## src/rtl/mem_stage.sv

```systemverilog
// Memory pipeline stage: issues word/byte loads and stores on a handshaked
// data-memory port, stalls upstream while an access is outstanding, and drives writeback.
module mem_stage #(
    parameter int DATA_W = 32,
    parameter int REG_AW = 5
) (
    input  logic              clk,
    input  logic              reset,
    input  logic              in_valid,
    input  logic [DATA_W-1:0] alu_result,
    input  logic [DATA_W-1:0] store_data,
    input  logic [REG_AW-1:0] rd,
    input  logic              zero_in,
    input  logic              is_load,
    input  logic              is_store,
    input  logic              is_byte,
    input  logic              reg_write,
    output logic              stall,
    output logic              mem_req,
    output logic              mem_we,
    output logic [DATA_W-1:0] mem_addr,
    output logic [3:0]        mem_be,
    output logic [DATA_W-1:0] mem_wdata,
    input  logic              mem_ready,
    input  logic [DATA_W-1:0] mem_rdata,
    output logic              wb_en,
    output logic [REG_AW-1:0] wb_reg,
    output logic [DATA_W-1:0] wb_data,
    output logic              zero_out,
    output logic              misalign_err
);

    typedef enum logic {
        IDLE,
        MEM
    } state_t;

    state_t state_q, state_d;

    logic              mem_req_q, mem_req_d;
    logic              mem_we_q, mem_we_d;
    logic [DATA_W-1:0] mem_addr_q, mem_addr_d;
    logic [3:0]        mem_be_q, mem_be_d;
    logic [DATA_W-1:0] mem_wdata_q, mem_wdata_d;
    logic              wb_en_q, wb_en_d;
    logic [REG_AW-1:0] wb_reg_q, wb_reg_d;
    logic [DATA_W-1:0] wb_data_q, wb_data_d;
    logic              zero_out_q, zero_out_d;
    logic              misalign_q, misalign_d;

    // Instruction context captured at accept and retired when the access completes.
    logic [REG_AW-1:0] lat_rd_q, lat_rd_d;
    logic              lat_wr_q, lat_wr_d;
    logic              lat_load_q, lat_load_d;
    logic              lat_byte_q, lat_byte_d;
    logic [1:0]        lat_off_q, lat_off_d;
    logic              lat_zero_q, lat_zero_d;

    logic [7:0]        rd_byte;

    assign rd_byte = mem_rdata[{lat_off_q, 3'b000} +: 8];

    always_comb begin
        state_d     = state_q;
        mem_req_d   = mem_req_q;
        mem_we_d    = mem_we_q;
        mem_addr_d  = mem_addr_q;
        mem_be_d    = mem_be_q;
        mem_wdata_d = mem_wdata_q;
        wb_en_d     = 1'b0;
        wb_reg_d    = wb_reg_q;
        wb_data_d   = wb_data_q;
        zero_out_d  = zero_out_q;
        misalign_d  = 1'b0;
        lat_rd_d    = lat_rd_q;
        lat_wr_d    = lat_wr_q;
        lat_load_d  = lat_load_q;
        lat_byte_d  = lat_byte_q;
        lat_off_d   = lat_off_q;
        lat_zero_d  = lat_zero_q;

        if (state_q == IDLE) begin
            if (in_valid) begin
                if (!is_load && !is_store) begin
                    wb_en_d    = reg_write && (rd != '0);
                    wb_reg_d   = rd;
                    wb_data_d  = alu_result;
                    zero_out_d = zero_in;
                end else if (!is_byte && (alu_result[1:0] != 2'b00)) begin
                    misalign_d = 1'b1;
                end else begin
                    state_d     = MEM;
                    mem_req_d   = 1'b1;
                    mem_we_d    = is_store;
                    mem_addr_d  = {alu_result[DATA_W-1:2], 2'b00};
                    mem_be_d    = is_byte ? (4'b0001 << alu_result[1:0]) : 4'b1111;
                    mem_wdata_d = is_byte ? {(DATA_W/8){store_data[7:0]}} : store_data;
                    lat_rd_d    = rd;
                    lat_wr_d    = is_load && reg_write && (rd != '0);
                    lat_load_d  = is_load;
                    lat_byte_d  = is_byte;
                    lat_off_d   = alu_result[1:0];
                    lat_zero_d  = zero_in;
                end
            end
        end else begin
            if (mem_ready) begin
                state_d    = IDLE;
                mem_req_d  = 1'b0;
                mem_we_d   = 1'b0;
                zero_out_d = lat_zero_q;
                if (lat_load_q) begin
                    wb_en_d   = lat_wr_q;
                    wb_reg_d  = lat_rd_q;
                    wb_data_d = lat_byte_q ? {{(DATA_W-8){1'b0}}, rd_byte} : mem_rdata;
                end
            end
        end
    end

    always_ff @(posedge clk) begin
        if (reset) begin
            state_q     <= IDLE;
            mem_req_q   <= 1'b0;
            mem_we_q    <= 1'b0;
            mem_addr_q  <= '0;
            mem_be_q    <= '0;
            mem_wdata_q <= '0;
            wb_en_q     <= 1'b0;
            wb_reg_q    <= '0;
            wb_data_q   <= '0;
            zero_out_q  <= 1'b0;
            misalign_q  <= 1'b0;
            lat_rd_q    <= '0;
            lat_wr_q    <= 1'b0;
            lat_load_q  <= 1'b0;
            lat_byte_q  <= 1'b0;
            lat_off_q   <= '0;
            lat_zero_q  <= 1'b0;
        end else begin
            state_q     <= state_d;
            mem_req_q   <= mem_req_d;
            mem_we_q    <= mem_we_d;
            mem_addr_q  <= mem_addr_d;
            mem_be_q    <= mem_be_d;
            mem_wdata_q <= mem_wdata_d;
            wb_en_q     <= wb_en_d;
            wb_reg_q    <= wb_reg_d;
            wb_data_q   <= wb_data_d;
            zero_out_q  <= zero_out_d;
            misalign_q  <= misalign_d;
            lat_rd_q    <= lat_rd_d;
            lat_wr_q    <= lat_wr_d;
            lat_load_q  <= lat_load_d;
            lat_byte_q  <= lat_byte_d;
            lat_off_q   <= lat_off_d;
            lat_zero_q  <= lat_zero_d;
        end
    end

    assign stall        = (state_q == MEM);
    assign mem_req      = mem_req_q;
    assign mem_we       = mem_we_q;
    assign mem_addr     = mem_addr_q;
    assign mem_be       = mem_be_q;
    assign mem_wdata    = mem_wdata_q;
    assign wb_en        = wb_en_q;
    assign wb_reg       = wb_reg_q;
    assign wb_data      = wb_data_q;
    assign zero_out     = zero_out_q;
    assign misalign_err = misalign_q;

endmodule

```

## config.mk

```make
export PLATFORM = sky130hd
export DESIGN_NAME = mem_stage
export DESIGN_NICKNAME = d
export VERILOG_FILES = /design/src/rtl/mem_stage.sv
export SDC_FILE = /design/constraint.sdc
export NUM_CORES = 1
export LEC_CHECK = 0
export BUFFER_PORTS_ARGS = -buffer_cell sky130_fd_sc_hd__buf_2
export CAP_MARGIN = 20
export CELL_PAD_IN_SITES_DETAIL_PLACEMENT = 0
export CELL_PAD_IN_SITES_GLOBAL_PLACEMENT = 1
export CORE_MARGIN = 1.5
export CORE_UTILIZATION = 31
export CTS_CLUSTER_DIAMETER = 80
export DETAILED_ROUTE_END_ITERATION = 8
export HOLD_SLACK_MARGIN = 0.08
export PLACE_DENSITY_LB_ADDON = 0.1
export SLEW_MARGIN = 10
export SYNTH_ARGS = -nofsm -noshare
export SYNTH_HDL_FRONTEND = slang
export SYNTH_SLANG_ARGS = --single-unit
```

## constraint.sdc

```tcl
create_clock -name clk -period 1.56 [get_ports clk]
set_clock_uncertainty 0.15 [all_clocks]
set_input_delay 0.078 -clock clk [delete_from_list [all_inputs] [get_ports clk]]
set_output_delay 0.078 -clock clk [all_outputs]
set_load 0.005 [all_outputs]
```

==> results_dict.tcl, run 1 <==
set metrics [dict create \
    status "complete, no violations" \
    crit_type "in2reg" \
    diodes 0 \
    grt_pass1_wl_um 29010 \
    fp.dieArea_um2 18160 \
    cpMostUsedCell "dlygate4sd3_1" \
    fmax_mhz 661.5 \
    worstPathCellList "dlygate4sd3_1 -> buf_2 -> o21bai_2 -> buf_4 -> dlygate4sd3_1 -> nor3_1" \
    ant_nets 0 \
    antenna_found_initial 0 \
    drv_cap 0 \
    clkSlewWorstSetupHoldPaths_ps 50 \
    finalHoldViolCount 0 \
    yosys_warnings 0 \
    reg2regPathDepth 6 \
    switching_share_pct 25.89 \
    rsz0062_at_grt "true" \
    ys_seq_elements 120 \
    rows 47 \
    fin_nets 1055 \
    synthXorXnorAreaFrac_pct 0.1628 \
    gp_congestion 0.8076 \
    hold_path_end "mem_be[3]" \
    grt_pass1_vias 5522 \
    async_flop_share_pct 0 \
    comb_power_share_pct 18.3 \
    drc 0 \
    avgSynthCellArea_um2 8.793 \
    cpMaxStageDelayCell "dlygate4sd3_1" \
    viasPerCell 4.762 \
    io_pins 221 \
    crit_arrival_ps 1640 \
    min_from "in_valid" \
    pwr-share-clk_pct 42.3 \
    setup-violations-final 0 \
    grt_max_degree 81 \
    drive_gt1_share_pct 36.83 \
    synth_top_family_by_area "compound AO/OA/AOI/OAI gates" \
    placed_area_um2 6783 \
    ff_latch_area_um2 2405 \
    initial_core_util_pct 32.11 \
    grt_use_total_pct 20.83 \
    r2r_setup_slack_ps 60 \
    drtIter0Drc 309 \
    timing.rr.end "wb_data[0]" \
    synthAdderAreaFrac_pct 0 \
    cp_top_family "buffers and inverters" \
    worstReg2RegStart "stall" \
    clock_sinks 120 \
    period_minus_slack_ps 1512 \
    finish.instance_area_um2 8615 \
    portBuffers 218 \
    area_growth_pct 60.08 \
    yosys.area_share.simple_pct 17.39 \
    nFillCells 1601 \
    die_w_um 134.8 \
    synthFlopType "dfxtp_1" \
    hp-class "in2reg" \
    cts_max_path_buffers 2 \
    synth_cell_types 37 \
    path_max_fanout 2 \
    h-tree-depth 4 \
    detail_route.wl_per_cell_um 16.55 \
    p_total_uw 8500 \
    ir_drop_mv 0.7252 \
    grt_overflow 0 \
    synth_mux_area_share_pct 7.463 \
    seqPwrFrac_pct 39.4 \
    critPathMaxStageDelay_ps 540 \
    ys_seq_area_share_pct 44.64 \
    cp_num_buf_inv 4 \
    drtPass1Iterations 4 \
    routed_wl_um 19410 \
    cts_tree "done" \
    clock_latency_ps 410 \
    synth_compound_area_share_pct 23.79 \
    cp-end-kind "register" \
    root_buffer "clkbuf_16" \
    cts_inserted_buffers 17 \
    report.final.slew_viol_count 0 \
    worst_setup_path_start_kind "input pin" \
    dpl.hpwl_um 13000 \
    synth_area_um2 5381 \
    final_cells 1173 \
    power_leakage_uw 0.003755 \
    whs_path_depth 6 \
    via_count 5586 \
    p_switching_uw 2201 \
    die_h_um 134.8 \
    multiInputGateArea_um2 2681 \
    p_int_uw 6299 \
    syn_inst 612 \
    core_area_um2 16760 \
    synth-edff-count 0 \
    critPathRequiredTime_ps 1690 \
    pwr_density_cell_nw_per_um2 986.7 \
    dp.cells 1026 \
    fin_crit_sh_pct 96.90 \
]
Yosys cell counts (all sizes together) (2+ instances only):
master	number	area, um^2
a211oi	54	620.6
nor2	70	262.8
a21oi	80	400.4
o21ai	14	73.82
mux2	9	101.4
buf	34	244.0
nor3	9	45.04
nand2	98	367.9
o22ai	8	50.05
nand2b	2	12.51
and3	2	12.51
inv	9	33.78
mux2i	30	300.3
nor2b	26	165.2
o21a	2	15.01
nand3	6	30.03
o221a	8	90.09
clkbuf	19	71.32
dfxtp	120	2402
placed cells by master (no fill, tap or decap), types with 9 or more instances in the layout:
cell and instances:
a211oi_2 46, o21ai_0 12, buf_4 16, inv_1 9
buf_12 10, clkbuf_16 20, a21oi_1 80, dlygate4sd3_1 113
nor2b_1 24, dfxtp_1 118, mux2i_1 30, buf_2 217
nor3_1 9, nor2_1 70, mux2_2 9, nand2_1 98
power by group through the flow:
stage	sequential (uW)	clock [uW]	combinational, uW
3_5_place_dp	3410	0	1260
2_1_floorplan	3420	0	683
5_1_grt	3370	3820	1690
4_1_cts	3350	3670	1490
3_3_place_gp	3410	0	1250
6_report	3350	3600	1550
worst min-delay path, cell delays in order:
cell	delay, ps
buf_2	120
nand2b_4	80
buf_4	120
a211oi_1	40
a21oi_1	110
nor2_1	50
routing by layer:
metal	part of all wire (%)	vias up	GRT usage, %
met3	6.7	26	6.494
met5	0	-	0
li1	-	2778	-
met4	2.1	0	7.766
met1	43	2592	25.03
met2	49	190	34.93
final cells by class:
type | instances | area share [%]
multi-input combinational | 431 | 31.13
timing repair buffer | 366 | 31.29
sequential | 120 | 27.92
inverter | 9 | 0.3922
tap | 220 | 3.195
clock inverter | 5 | 0.5810
clock buffer | 22 | 5.505
repair_timing:
item / in CTS / in global routing
pin swaps: 0 / 5
endpoints found under the setup margin: 2 / 82
gates resized for setup: 2 / 13
endpoints found under the hold margin: 120 / 3
gates cloned: 0 / 4
buffers inserted: 0 / 3
hold buffers: 110 / 4
per-stage QoR:
stage	util (%)	TNS, ps	hold WS [ps]	worst slack, ps
final	51.40	0	77.53	48.33
after global routing	51.40	-32.84	113.0	-17.59
after CTS	50.21	0	-179.7	6.951
after detailed placement	40.47	0	186.2	5.833
after global placement	40.47	0	183.4	46.14
after floorplan	-	0	63.96	67.41
kinds of logic (layout without fill, tap and decap cells):
group / Yosys count / after routing
AND/OR/NAND/NOR: 219 / 219
other: 1 / 2
XOR/XNOR: 1 / 1
flip-flops: 120 / 120
multiplexers: 39 / 39
buffers and inverters: 62 / 402
AO/OA/AOI/OAI: 170 / 170
how the worst max path moves through the flow:
stage | from | to | slack (ps) | cells after the start
after CTS | lat_off_q[0] | wb_data[4] | 7 | 5
after floorplan | stall | zero_out | 70 | 4
after detailed placement | is_load | wb_data[4] | 6 | 6
after global routing | stall | wb_data[19] | -20 | 5
final | alu_result[1] | misalign_err | 50 | 6
after global placement | is_load | wb_data[2] | 50 | 6
(Power assumes the default switching activity.)
==> run 2: changes to the inputs <==
REMOVE_ABC_BUFFERS = 1   (was unset)
==> run 2 against run 1 <==
  * Sequential power about the same
  * First-iteration DRC count down 37%
  * Count of clock-buffer cells in the layout down 5
  * Cell area up 2.1%
  * Flip-flop and latch count unchanged
  * Fmax down 3.1%
  * Largest power group unchanged
  * Global-route usage down 0.64 points
  * Worst hold slack better by 120 ps
  * The run now ends with setup timing left
  * Total power up 1.3%
==> results_dict.tcl, run 2 (synthesis results as in run 1) <==
set metrics [dict create \
    finalHoldViolCount 0 \
    root_buffer "clkbuf_16" \
    drtIter0Drc 194 \
    period_minus_slack_ps 1560 \
    cts_max_path_buffers 2 \
    routed_wl_um 18700 \
    clkSlewWorstSetupHoldPaths_ps 60 \
    fin_crit_sh_pct 100.0 \
    drv_cap 0 \
    viasPerCell 4.774 \
    cts_inserted_buffers 17 \
    ir_drop_mv 0.7685 \
    die_w_um 134.8 \
    setup-violations-final 1 \
    initial_core_util_pct 32.11 \
    place_ws_ps -10.08 \
    ant_nets 0 \
    fin_nets 1061 \
    dpl.hpwl_um 12500 \
    clock_sinks 120 \
    via_count 5652 \
    drtPass1Iterations 5 \
    drive_gt1_share_pct 38.38 \
    grt_max_degree 34 \
    crit_arrival_ps 1710 \
    crit_path_start "rd[1]" \
    core_area_um2 16760 \
    diodes 0 \
    power_leakage_uw 0.003831 \
    nFillCells 1621 \
    layout_common_cells "buf_2 (216), dfxtp_1 (119), dlygate4sd3_1 (110)" \
    rsz0062_at_grt "true" \
    gp_congestion 0.8005 \
    h-tree-depth 4 \
    cp-end-kind "register" \
    hp-class "in2reg" \
    io_pins 221 \
    grt_use_total_pct 20.19 \
    min_from "is_byte" \
    fp.dieArea_um2 18160 \
    worst_setup_path_start_kind "input pin" \
    fmax_mhz 641.0 \
    critPathRequiredTime_ps 1710 \
    detail_route.wl_per_cell_um 15.79 \
    violations "setup timing" \
    grt_pass1_wl_um 28810 \
    report.final.slew_viol_count 0 \
    crit_type "in2reg" \
    worst_slack_ps -0.09515 \
    hold_slack_ps 199.3 \
    path_max_fanout 3 \
    status "finished, violations left" \
    rows 47 \
    multiInputGateArea_um2 2703 \
    grt_pass1_vias 5674 \
    die_h_um 134.8 \
    ff_latch_area_um2 2406 \
    layout_commonest_cell "buf_2" \
    area_growth_pct 63.38 \
    clock_latency_ps 410 \
    pwr_density_cell_nw_per_um2 979.2 \
    antenna_found_initial 0 \
    cts_tree "done" \
    grt_overflow 0 \
    portBuffers 218 \
    worstReg2RegStart "stall" \
    drc 0 \
]
==> run 2: routing by layer <==
layer  GRT usage (%)  wire, um  vias to the layer above  share of wire, %
met4           6.870       273                        0               1.5
li1                -         -                     2802                 -
met1           24.15      8175                     2644                44
met3           5.781      1146                       24               6.1
met2           34.70      9105                      182                49
met5               0         0                        -                 0
==> run 2: repair_timing <==
action                                  in CTS  in global routing
setup buffers                                2                  2
endpoints found under the hold margin      119                  0
endpoints found under the setup margin      10                 29
hold buffers                               110                  0
pin swaps                                    1                 18
gates cloned                                 2                  5
resized for setup                            5                 17
==> run 2: worst paths after layout <==
| check | cells after the start | slack (ps) | end |
|---|---|---|---|
| max | 6 | -0.1 | wb_en |
| min | 4 | 200 | mem_wdata[8] |
| max reg2reg | 6 | 40 | mem_addr[24] |
| min reg2reg | 2 | 300 | mem_addr[14] |
==> run 2: stage by stage <==
step	instances	setup TNS [ps]	util (%)	area, um^2	power [uW]
detailed placement	1033	-19.91	40.93	6860	4678
global route	1184	-239.4	52.46	8792	9022
finish	1184	-0.09515	52.46	8792	8609
global placement	1033	0	40.93	6860	4652
floorplan	560	-225160	-	5070	3985
CTS	1179	0	51.37	8610	8670
==> run 2: critical path, stage by stage <==
cell           delay (ps)
dlygate4sd3_1         530
buf_2                 140
or4_4                 510
o21a_1                220
a31oi_1               160
nor2_1                 60
==> run 2: power by group <==
| part | internal [uW] | total (uW) | switching (uW) |
|---|---|---|---|
| sequential | 3250 | 3350 | 100 |
| combinational | 820 | 1570 | 750 |
| clock | 2190 | 3690 | 1500 |
==> run 2: final cells by class <==
type,count,area share (%)
Sequential cell,120,27.37
Tap cell,220,3.131
Inverter,9,0.3842
Timing Repair Buffer,372,32.08
Clock buffer,17,4.838
Multi-Input combinational cell,431,30.74
Clock inverter,15,1.466
==> run 3: changes to the inputs <==
ABC_AREA = 1   (was unset)
CORE_UTILIZATION = 30   (was 31)
==> run 3 against run 2 <==
  * The run now ends clean
  * Die area grew 3.0%
  * Worst hold slack gained 120 ps
  * Global-route usage grew 0.18 points
  * Via count grew 4.8%
  * Synthesized cell count grew 28%
  * Final cell count grew 14%
  * Highest routed layer unchanged
  * Critical endpoint is now stall
==> results_dict.tcl, run 3 <==
set metrics [dict create \
    crit_type "reg2out" \
    clkSlewWorstSetupHoldPaths_ps 50 \
    synthFlopType "dfxtp_1" \
    drtPass1Iterations 4 \
    initial_core_util_pct 30.83 \
    ff_latch_area_um2 2404 \
    routed_wl_um 19250 \
    layout_commonest_cell "buf_2" \
    clock_sinks 120 \
    area_growth_pct 57.38 \
    core_area_um2 17420 \
    viasPerCell 4.406 \
    critPathRequiredTime_ps 1330 \
    hp-class "reg2reg" \
    grt_max_degree 49 \
    path_max_fanout 33 \
    io_pins 221 \
    cp-end-kind "output port" \
    report.final.slew_viol_count 0 \
    fp.dieArea_um2 18710 \
    drtIter0Drc 153 \
    netlist.area_leader.share_pct 44.74 \
    ys_seq_elements 120 \
    yosysMostFrequentCell "nor2_1" \
    gp_congestion 0.7702 \
    diodes 0 \
    die_w_um 136.8 \
    async_flop_share_pct 0 \
    via_count 5926 \
    fin_nets 1218 \
    ir_drop_mv 0.7539 \
    nFillCells 1872 \
    yosys_warnings 0 \
    grt_pass1_wl_um 29460 \
    ant_nets 0 \
    portBuffers 218 \
    cp_num_buf_inv 2 \
    ys_seq_area_share_pct 44.74 \
    rsz0062_at_grt "false" \
    grt_use_total_pct 20.37 \
    finalHoldViolCount 0 \
    root_buffer "clkbuf_16" \
    drv_cap 0 \
    synth_area_um2 5369 \
    layout_common_cells "buf_2 (218), nor2_1 (209), nand2_1 (172)" \
    crit_arrival_ps 1260 \
    rows 48 \
    syn_inst 784 \
    pwr_density_cell_nw_per_um2 1055 \
    fmax_mhz 673.6 \
    status "complete, no violations" \
    worst_setup_path_start_kind "register" \
    hold_slack_ps 321.3 \
    yosys-top-cells-count "nor2_1 (210), nand2_1 (172), dfxtp_1 (120)" \
    cts_inserted_buffers 17 \
    antenna_found_initial 0 \
    final_util_pct 48.51 \
    grt_pass1_vias 5693 \
    die_h_um 136.8 \
    cts_max_path_buffers 2 \
    cpMaxStageDelayCell "dfxtp_2" \
    dpl.hpwl_um 13050 \
    avgSynthCellArea_um2 6.848 \
    synth-edff-count 0 \
    synth_cell_types 28 \
    setup-violations-final 0 \
    h-tree-depth 4 \
    clock_latency_ps 410 \
    period_minus_slack_ps 1484 \
    fin_crit_sh_pct 95.16 \
    power_leakage_uw 0.004274 \
    drive_gt1_share_pct 26.16 \
    multiInputGateArea_um2 2529 \
    detail_route.wl_per_cell_um 14.31 \
    tns_ps 0 \
    drc 0 \
    cts_tree "done" \
    grt_overflow 0 \
    synth_area_leaders "dfxtp_1 (45%), nor2_1 (15%), nand2_1 (12%), o21ai_0 (7.4%), nand3_1 (3.4%)" \
    cp_top_family "buffers and inverters" \
    critPathMaxStageDelay_ps 410 \
    worstPathCellList "buf_8 -> buf_2" \
    yosysTopAreaCell "dfxtp_1" \
]
-- run 3: worst min-delay path, stage by stage, from the launching register on --
cell     delay [ps]
dfxtp_1         310
nand2_1          60
a21oi_1          60
-- run 3: repair_timing --
item / 4_1_cts / 5_1_grt
buffers inserted: 0 / 0
setup endpoints to repair: 1 / 29
pin swaps: 0 / 0
hold endpoints to repair: 120 / 0
hold buffers: 110 / 0
resized for setup: 1 / 5
cloned: 0 / 1
-- run 3: final cells by class --
| class | instances | share of cell area, % |
|---|---|---|
| flip-flops and latches | 120 | 28.45 |
| repair buffers | 355 | 29.72 |
| well taps | 225 | 3.332 |
| clock inverters | 9 | 1.451 |
| multi-input cells | 583 | 29.93 |
| inverters | 31 | 1.510 |
| clock buffers | 22 | 5.612 |
-- run 3: through the flow --
| stage | cell area (um^2) | cells | setup slack [ps] | total power, uW |
|---|---|---|---|---|
| after floorplan | 5046 | 734 | -1153 | 4065 |
| after global placement | 6704 | 1203 | 131.9 | 4729 |
| after detailed placement | 6704 | 1203 | 129.1 | 4728 |
| after CTS | 8406 | 1344 | 2.625 | 9011 |
| after global routing | 8449 | 1345 | 0.9515 | 9359 |
| final | 8449 | 1345 | 75.51 | 8916 |
-- run 3: path summary, 6_finish.rpt --
check            from    endpoint  slack (ps)  depth (start not counted)
max             stall       stall          80                          2
min          lat_wr_q    lat_wr_q         320                          2
max reg2reg     stall  wb_data[4]         110                          8
min reg2reg  lat_wr_q    lat_wr_q         320                          2
-- run 3: routing by layer --
| metal | GRT usage [%] | routed length (um) | vias up |
|---|---|---|---|
| met5 | 0 | 0 | - |
| met4 | 6.316 | 172 | 0 |
| met3 | 5.037 | 1069 | 14 |
| met2 | 32.44 | 8751 | 149 |
| met1 | 27.10 | 9255 | 2620 |
| li1 | - | - | 3143 |
-- run 3: power by group --
part           leakage [uW]  switching [uW]  internal, uW
clock network      0.000296            1410          2620
logic               0.00299             772           722
registers          0.000986             109          3290
-- run 3: cells by family (layout without fill, tap and decap cells) --
logic type	count (synthesis)	after routing	share of synthesized area [%]
DFF	120	120	44.74
and+or+nand+nor	428	428	32.02
AOI/OAI and AO/OA	153	153	14.78
other	1	2	0.06985
buffers and inverters	82	417	8.389
